[src/rtl/midi_voice_allocator.sv]
// Polyphonic voice allocator: maps MIDI note-on/off events from the framer onto
// NUM_VOICES slots (match, then free, then oldest steal) with a retrigger gap.
module midi_voice_allocator #(
  parameter int NUM_VOICES = 8,
  parameter int CHANNEL    = 0,
  parameter bit OMNI       = 1'b1,
  parameter int RETRIG_GAP = 400
) (
  input  logic                    clk,
  input  logic                    rst,
  input  logic                    midi_event_valid,
  input  logic [7:0]              midi_command,
  input  logic [7:0]              midi_parameter_1,
  input  logic [7:0]              midi_parameter_2,
  output logic                    midi_data_ack,
  output logic [NUM_VOICES-1:0]   voice_gate,
  output logic [7*NUM_VOICES-1:0] voice_note,
  output logic [7*NUM_VOICES-1:0] voice_velocity
);
  localparam int IW = $clog2(NUM_VOICES);
  localparam int CW = $clog2(RETRIG_GAP + 1);
  localparam logic [IW-1:0] LAST_IDX = IW'(NUM_VOICES - 1);
  localparam logic [CW-1:0] GAP_END  = CW'(RETRIG_GAP - 1);
  localparam logic [3:0]    CHAN     = 4'(CHANNEL);

  typedef enum logic [2:0] {IDLE, SCAN, RETRIG, COMMIT, ACK, WAITLOW} state_t;
  typedef enum logic [1:0] {EV_IGNORE, EV_NOTE_ON, EV_NOTE_OFF, EV_ALL_OFF} event_t;

  state_t state, state_nx;
  event_t ev_kind, ev_decoded;
  logic [7:0] ev_p1;
  logic [6:0] ev_vel;

  logic [NUM_VOICES-1:0] gate_q;
  logic [6:0] note_q [NUM_VOICES];
  logic [6:0] vel_q  [NUM_VOICES];
  logic [7:0] age_q  [NUM_VOICES];

  logic [IW-1:0] scan_idx, match_idx, free_idx, old_idx, target_idx;
  logic          match_found, free_found;
  logic [7:0]    old_age;
  logic [CW-1:0] gap_cnt;

  logic [IW-1:0] match_idx_nx, free_idx_nx, old_idx_nx, target_nx;
  logic          match_found_nx, free_found_nx, target_gated;
  logic [7:0]    old_age_nx;

  always_comb begin
    // NOTE: every combinational output gets a default first so no latch is inferred.
    ev_decoded = EV_IGNORE;
    if (OMNI || midi_command[3:0] == CHAN) begin
      case (midi_command[7:4])
        4'h9:    ev_decoded = (midi_parameter_2 != 8'd0) ? EV_NOTE_ON : EV_NOTE_OFF;
        4'h8:    ev_decoded = EV_NOTE_OFF;
        4'hB:    if (midi_parameter_1 == 8'd123) ev_decoded = EV_ALL_OFF;
        default: ev_decoded = EV_IGNORE;
      endcase
    end
  end

  // Running search over the slot under scan; target is valid on the last scan cycle.
  always_comb begin
    match_found_nx = match_found;
    match_idx_nx   = match_idx;
    free_found_nx  = free_found;
    free_idx_nx    = free_idx;
    old_idx_nx     = old_idx;
    old_age_nx     = old_age;
    if (!match_found && gate_q[scan_idx] && {1'b0, note_q[scan_idx]} == ev_p1) begin
      match_found_nx = 1'b1;
      match_idx_nx   = scan_idx;
    end
    if (!free_found && !gate_q[scan_idx]) begin
      free_found_nx = 1'b1;
      free_idx_nx   = scan_idx;
    end
    if (age_q[scan_idx] > old_age) begin
      old_age_nx = age_q[scan_idx];
      old_idx_nx = scan_idx;
    end
    if (match_found_nx)     target_nx = match_idx_nx;
    else if (free_found_nx) target_nx = free_idx_nx;
    else                    target_nx = old_idx_nx;
    target_gated = gate_q[target_nx];
  end

  always_comb begin
    state_nx      = state;
    midi_data_ack = 1'b0;
    case (state)
      IDLE:    if (midi_event_valid)
                 state_nx = (ev_decoded == EV_NOTE_ON || ev_decoded == EV_NOTE_OFF) ? SCAN : COMMIT;
      SCAN:    if (scan_idx == LAST_IDX)
                 state_nx = (ev_kind == EV_NOTE_ON && target_gated) ? RETRIG : COMMIT;
      RETRIG:  if (gap_cnt == GAP_END) state_nx = COMMIT;
      COMMIT:  state_nx = ACK;
      ACK: begin
        midi_data_ack = 1'b1;
        state_nx      = WAITLOW;
      end
      WAITLOW: if (!midi_event_valid) state_nx = IDLE;
      default: state_nx = IDLE;
    endcase
  end

  // NOTE: sequential state uses non-blocking assignments only, so every register samples pre-edge values.
  always_ff @(posedge clk) begin
    if (rst) state <= IDLE;
    else     state <= state_nx;
  end

  always_ff @(posedge clk) begin
    if (rst) begin
      // NOTE: the slot table is reset element by element because its contents drive outputs that must read 0 after reset.
      for (int k = 0; k < NUM_VOICES; k++) begin
        note_q[k] <= '0;
        vel_q[k]  <= '0;
        age_q[k]  <= '0;
      end
      gate_q      <= '0;
      ev_kind     <= EV_IGNORE;
      ev_p1       <= '0;
      ev_vel      <= '0;
      scan_idx    <= '0;
      match_found <= 1'b0;
      match_idx   <= '0;
      free_found  <= 1'b0;
      free_idx    <= '0;
      old_idx     <= '0;
      old_age     <= '0;
      target_idx  <= '0;
      gap_cnt     <= '0;
    end else begin
      case (state)
        IDLE: if (midi_event_valid) begin
          ev_kind     <= ev_decoded;
          ev_p1       <= midi_parameter_1;
          ev_vel      <= midi_parameter_2[6:0];
          scan_idx    <= '0;
          match_found <= 1'b0;
          match_idx   <= '0;
          free_found  <= 1'b0;
          free_idx    <= '0;
          old_idx     <= '0;
          old_age     <= '0;
        end
        SCAN: begin
          match_found <= match_found_nx;
          match_idx   <= match_idx_nx;
          free_found  <= free_found_nx;
          free_idx    <= free_idx_nx;
          old_idx     <= old_idx_nx;
          old_age     <= old_age_nx;
          target_idx  <= target_nx;
          scan_idx    <= scan_idx + 1'b1;
          gap_cnt     <= '0;
        end
        RETRIG: begin
          // Writing 0 from the first gap cycle keeps the gate visibly low for RETRIG_GAP cycles.
          gate_q[target_idx] <= 1'b0;
          gap_cnt            <= gap_cnt + 1'b1;
        end
        COMMIT: case (ev_kind)
          EV_NOTE_ON: for (int k = 0; k < NUM_VOICES; k++) begin
            if (IW'(k) == target_idx) begin
              gate_q[k] <= 1'b1;
              note_q[k] <= ev_p1[6:0];
              vel_q[k]  <= ev_vel;
              age_q[k]  <= '0;
            end else if (age_q[k] != 8'hFF) begin
              age_q[k] <= age_q[k] + 8'd1;
            end
          end
          EV_NOTE_OFF: for (int k = 0; k < NUM_VOICES; k++) begin
            if (gate_q[k] && {1'b0, note_q[k]} == ev_p1) gate_q[k] <= 1'b0;
          end
          EV_ALL_OFF: gate_q <= '0;
          default: ;
        endcase
        default: ;
      endcase
    end
  end

  assign voice_gate = gate_q;
  for (genvar k = 0; k < NUM_VOICES; k++) begin : g_out
    assign voice_note[7*k +: 7]     = note_q[k];
    assign voice_velocity[7*k +: 7] = vel_q[k];
  end
endmodule

[config.mk]
export PLATFORM = sky130hd
export DESIGN_NAME = midi_voice_allocator
export DESIGN_NICKNAME = d
export VERILOG_FILES = /design/src/rtl/midi_voice_allocator.sv
export SDC_FILE = /design/constraint.sdc
export NUM_CORES = 1
export LEC_CHECK = 0
export CAP_MARGIN = 20
export CORE_MARGIN = 2
export CORE_UTILIZATION = 30
export DETAILED_ROUTE_END_ITERATION = 8
export MAX_ROUTING_LAYER = met4
export PLACE_DENSITY_LB_ADDON = 0.05
export SETUP_SLACK_MARGIN = 0.3
export SYNTH_ARGS = -nofsm -noshare
export SYNTH_HDL_FRONTEND = slang
export SYNTH_SLANG_ARGS = --single-unit
[constraint.sdc]
create_clock -name clk -period 4.5 [get_ports clk]
set_input_delay 0.45 -clock clk [delete_from_list [all_inputs] [get_ports clk]]
set_output_delay 0.45 -clock clk [all_outputs]
set_load 0.03 [all_outputs]
## Word level (Yosys, flattened, before mapping)

Memories as Yosys holds them, arrays and structs flattened. A register that Yosys moved wholly into a read port is not among the register bits.
Index checks and enable logic that the tools add are counted.

| operators by class | value |
|---|---|
| add/subtract/negate cells | 10 |
| magnitude comparators | 5 |
| eq/ne operators | 62 |
| muxes and demuxes | 180 |
| reductions and logical operators | 35 |
| bitwise logic cells | 34 |

Operator list:

| kind | count |
|---|---|
| 2-to-1 mux 8 bit | 18 |
| 2-to-1 mux 1 bit | 114 |
| 2-to-1 mux 7 bit | 16 |
| equality test 7 x 8 -> 1 bit | 9 |
| adder 8 x 1 -> 8 bit (second input constant) | 8 |
| inequality test 8 bit (second input constant) | 8 |
| inequality test 3 bit (second input constant) | 16 |
| 2-to-1 mux 3 bit | 14 |
| AND reduction 4 bit | 9 |
| OR 1 bit | 32 |
| one-hot mux 8 bit (2 select lines) | 2 |
| one-hot mux 3 bit (2 select lines) | 4 |
| one-hot mux 8 bit (3 select lines) | 1 |
| one-hot mux 3 bit (6 select lines) | 1 |
| one-hot mux 9 bit (2 select lines) | 1 |
| logical AND 1 bit | 13 |
| equality test 3 bit (first input constant) | 4 |
| equality test 4 bit (second input constant) | 3 |
| < comparator 3 x 4 -> 1 bit (second input constant) | 3 |
| inequality test 2 bit (second input constant) | 5 |
| adder 9 x 1 -> 9 bit (second input constant) | 1 |
| equality test 3 bit (second input constant) | 3 |
| equality test 9 bit (second input constant) | 1 |
| bitwise AND 8 bit | 1 |
| 24 further kinds | 39 |

| word-level totals | value |
|---|---|
| input bits | 27 |
| memories kept | 3 |
| output and inout port bits | 121 |
| register bits | 62 |
| bits in writable memories | 176 |
| logic and storage cells | 350 |

Memory list:

| name | words | width | rd ports | clocked after memory_dff | wr ports | RTL line | source |
|---|---|---|---|---|---|---|---|
| age_q | 8 | 8 | 9 | 1 | 8 | 37 | `logic [7:0] age_q [NUM_VOICES];` |
| note_q | 8 | 7 | 9 | 1 | 8 | 35 | `logic [6:0] note_q [NUM_VOICES];` |
| vel_q | 8 | 7 | 8 | 0 | 8 | 36 | `logic [6:0] vel_q [NUM_VOICES];` |

## Logic depth before layout (Yosys ltp)

| logic depth | value |
|---|---|
| depth after elaboration | 13 |
| gate-level depth with buffers | 16 |
| depth with buffers taken out | 13 |

## Worst setup path before layout

OpenSTA, ideal clock, no wires.

| timing | value |
|---|---|
| kind | reg2reg |
| start point | register (tool-made name) |
| end point | register state[0] |
| slack | 0.075 ns |
| data required time | 4.430 ns |
| path buffers | 3 |
| clock period less this slack | 4.425 ns |
| setup time | 0.070 ns |
| arrival | 4.354 ns |
| cell stages (with the launch flop) | 16 |
| cell sequence | dfxtp_1 > clkbuf_1 > buf_4 > buf_1 > mux4_2 > mux2_2 > ha_1 > and4b_1 > a211o_1 > o211ai_1 > a211o_1 > or2b_4 > a21oi_4 > mux2_4 > o211ai_2 > o2bb2ai_1 |

RTL lines:

| item | RTL line | source |
|---|---|---|
| end signal: assignment | 109 | `else state <= state_nx;` |
| end: declaration | 29 | `state_t state, state_nx;` |

==> flow_summary.toml <==
[status]
status = "complete, no violations"

[timing]
maxSlewViolCount = 0
fin_setup_tns_ps = 0
finalCriticalPeriod_ps = 3920
relSlewSlack_pct = 35.4
rsz0062_at_grt = "false"
worst_pin_slew_ps = 967
hold_violations = 0
max_freq_mhz = 255
skew_ps = 24.3
finalCritPeriodShare_pct = 87.1
final-setup-viol-count = 0

[clock_network]
clock_path_buffers = 3
clock-sinks = 241
cts_root_buf = "clkbuf_16"
cts_buffers = 30
cts_tree = "built"
cts_max_level = 1
insertion_delay_ps = 570
ctsHoldBuffers = 0
clk_pin_slew_ps = 60
postCtsSetupBuffers = 0

[drt]
viasPerCell = 4.99
wirelength_mm = 40.8
dr.first_iter.drc_count = 515
num_vias = 9208
firstDrtPassIters = 7
wl_per_cell_um = 22.1
drc_errors = 0
final_antenna_net_count = 0

[grt]
grt_pass1_vias = 9179
grtUsageTotal_pct = 19.8
antenna_found_initial = 0
grt_max_degree = 40
grt_pass1_wl_mm = 60.8
overflow = 0

[setup_path]
cp_common_cell = "a211o_1"
crit_family = "compound AO/OA/AOI/OAI gates"
worstSetupPathType = "reg2reg"
worst_ep_required_time_ps = 4990
critPathSlowestCell = "mux4_2"
slowest_delay_ps = 560
worst-path-buf-inv = 2
path_cells = "buf_8 -> mux4_2 -> mux2_2 -> ha_1 -> a21o_1 -> a211o_1 -> o211ai_1 -> buf_4 -> a211o_1 -> or2b_4 -> a21oi_4 -> mux2_4 -> o211ai_2 -> o2bb2ai_1"
cp-end-kind = "flop"
worstPathArrival_ps = 4410
cp_max_fo = 17
setup.worst_path.start_class = "flop"

[logic_synthesis]
synth_top_family_by_area = "simple AND/OR/NAND/NOR gates"
synth_xor_area_share_pct = 7.67
syn-instance-count = 1148
synth_async_sr_flop_share_pct = 0
synth_nets = 1197
ys_warn_count = 0
synthAdderAreaFrac_pct = 2.23
synth.cell_area_um2 = 12300
ys_ff_latch = 241
synth_compound_area_share_pct = 7.46
synth_ff_type = "edfxtp_1"
yosysSeqAreaShare_pct = 53.4
synth_edf_count = 176
synth_cell_types = 59
postSynthAreaPerCell_um2 = 10.7
synthSimpleGateAreaFrac_pct = 18.3
synthMuxAreaShare_pct = 7.68

[die]
die_h_um = 207
rows = 74
initial_core_util_pct = 30.3
die_w_um = 207
dieArea_um2 = 42800
core_area_um2 = 40700
ioPinCount = 148

[final_layout]
syn_to_final_growth_pct = 24.7
drive_gt1_share_pct = 9.06
layout_commonest_cell = "nor2_1"
final_nets = 1341
final_area_um2 = 15400
diodes = 0
final_cell_count_no_fill = 1846
final_cell_mix = "nor2_1, edfxtp_1, clkdlybuf4s50_1"

[pwr]
power.leakage_nw = 5.36
irDropWorstVdd_v = 0.000269
pwr_density_cell_nw_per_um2 = 382
power.total_mw = 5.89

[run]
drv_cap = 0

[place]
portBuffers = 143
dp_cells = 1792
routabilityCongestion = 0.823
place_hpwl_mm = 29.5
place_area_um2 = 14400

[hold_path]
worstHoldPathType = "in2reg"
[power breakdown]
| group | leakage, nW | internal [mW] | total, mW | switching, mW |
|---|---|---|---|---|
| Clock | 0.475 | 1.45 | 2.43 | 0.978 |
| Combinational | 2.54 | 0.336 | 0.844 | 0.508 |
| Sequential | 2.34 | 2.48 | 2.62 | 0.134 |
| Total | 5.36 | 4.27 | 5.89 | 1.62 |
[state kept, by name, summed over array words and instances, names as in the netlist, 2 cells and up, named ones only]
| signal | cells |
|---|---|
| ev_kind | 2 |
| target_idx | 3 |
| note_q | 56 |
| gap_cnt | 9 |
| state | 3 |
| ev_p1 | 8 |
| ev_vel | 7 |
| old_idx | 3 |
| old_age | 8 |
| voice_gate | 8 |
| scan_idx | 3 |
| vel_q | 56 |
| age_q | 64 |
| match_idx | 3 |
| free_idx | 3 |
[path summary, 6_finish.rpt]
kind | start | end | slack (ps) | cells past startpoint
min reg2reg | ev_vel[4]$_SDFFE_PP0P_ | ev_vel[4]$_SDFFE_PP0P_ | 460 | 2
max reg2reg | flop | state[0]$_SDFFE_PP0P_ | 580 | 14
min | rst | voice_gate[2]$_SDFFE_PP0P_ | 420 | 2
max | flop | state[0]$_SDFFE_PP0P_ | 580 | 14
[layer usage]
metal / vias to the layer above / GRT usage [%] / routed length, µm / share of wire, %
met5: - / - / 0 / 0
met1: 4542 / 27.7 / 19400 / 48
met3: 48 / 4.10 / 2200 / 5.4
met4: 0 / 4.08 / 843 / 2.1
li1: 4409 / - / - / -
met2: 209 / 29.6 / 18400 / 45
[synth_stat cells (5+ instances only)]
cell type | n | area share, %
o221ai_1 | 7 | 0.50
a22oi_1 | 25 | 1.5
inv_1 | 38 | 1.2
or3_1 | 7 | 0.35
or4_1 | 6 | 0.36
nor2b_1 | 6 | 0.30
nor3_1 | 10 | 0.41
a21o_1 | 6 | 0.36
clkbuf_1 | 45 | 1.4
mux2_2 | 7 | 0.64
o21ai_0 | 19 | 0.77
edfxtp_1 | 176 | 43
o211ai_1 | 5 | 0.30
or2_2 | 5 | 0.25
nand2_1 | 72 | 2.2
nand2b_1 | 29 | 1.5
nor3b_1 | 6 | 0.36
nor4_1 | 14 | 0.71
xnor2_1 | 47 | 3.3
ha_1 | 22 | 2.2
buf_1 | 8 | 0.24
and3_1 | 22 | 1.1
nand3b_1 | 10 | 0.61
nand3_1 | 47 | 1.9
a21oi_1 | 54 | 2.2
nand4_1 | 13 | 0.66
mux4_2 | 24 | 4.4
xor2_1 | 61 | 4.3
dfxtp_1 | 65 | 11
mux2i_1 | 26 | 2.1
nor2_1 | 212 | 6.4
[stage by stage]
step                hold slack [ps]  utilization [%]  setup WS [ps]
detailed placement              448             35.3            480
CTS                             392             37.7            470
finish                          418             37.8            580
global placement                446             35.3            549
global route                    432             37.8            312
floorplan                       437                -            350
[cell families after synthesis]
logic type / Yosys count
AOI/OAI and AO/OA: 144
xor gates and xnor gates: 108
DFF: 241
adders and majority gates: 22
muxes: 60
and+or+nand+nor: 474
buffers and inverters: 99
[layout make-up]
| cell class | instances | area, µm² |
|---|---|---|
| fill | 4141 | 25300 |
| sequential | 241 | 6590 |
| multi-input combinational | 808 | 5350 |
| timing repair buffer | 173 | 1660 |
| clock buffer | 35 | 769 |
| tap | 532 | 666 |
| clock inverter | 19 | 213 |
| inverter | 38 | 143 |
[timing repair]
| action | CTS | global route |
|---|---|---|
| endpoints found under the hold margin | 0 | 0 |
| resized for setup | 0 | 4 |
| setup endpoints to repair | 0 | 9 |
No activity file was read; power rests on OpenSTA's default activity.
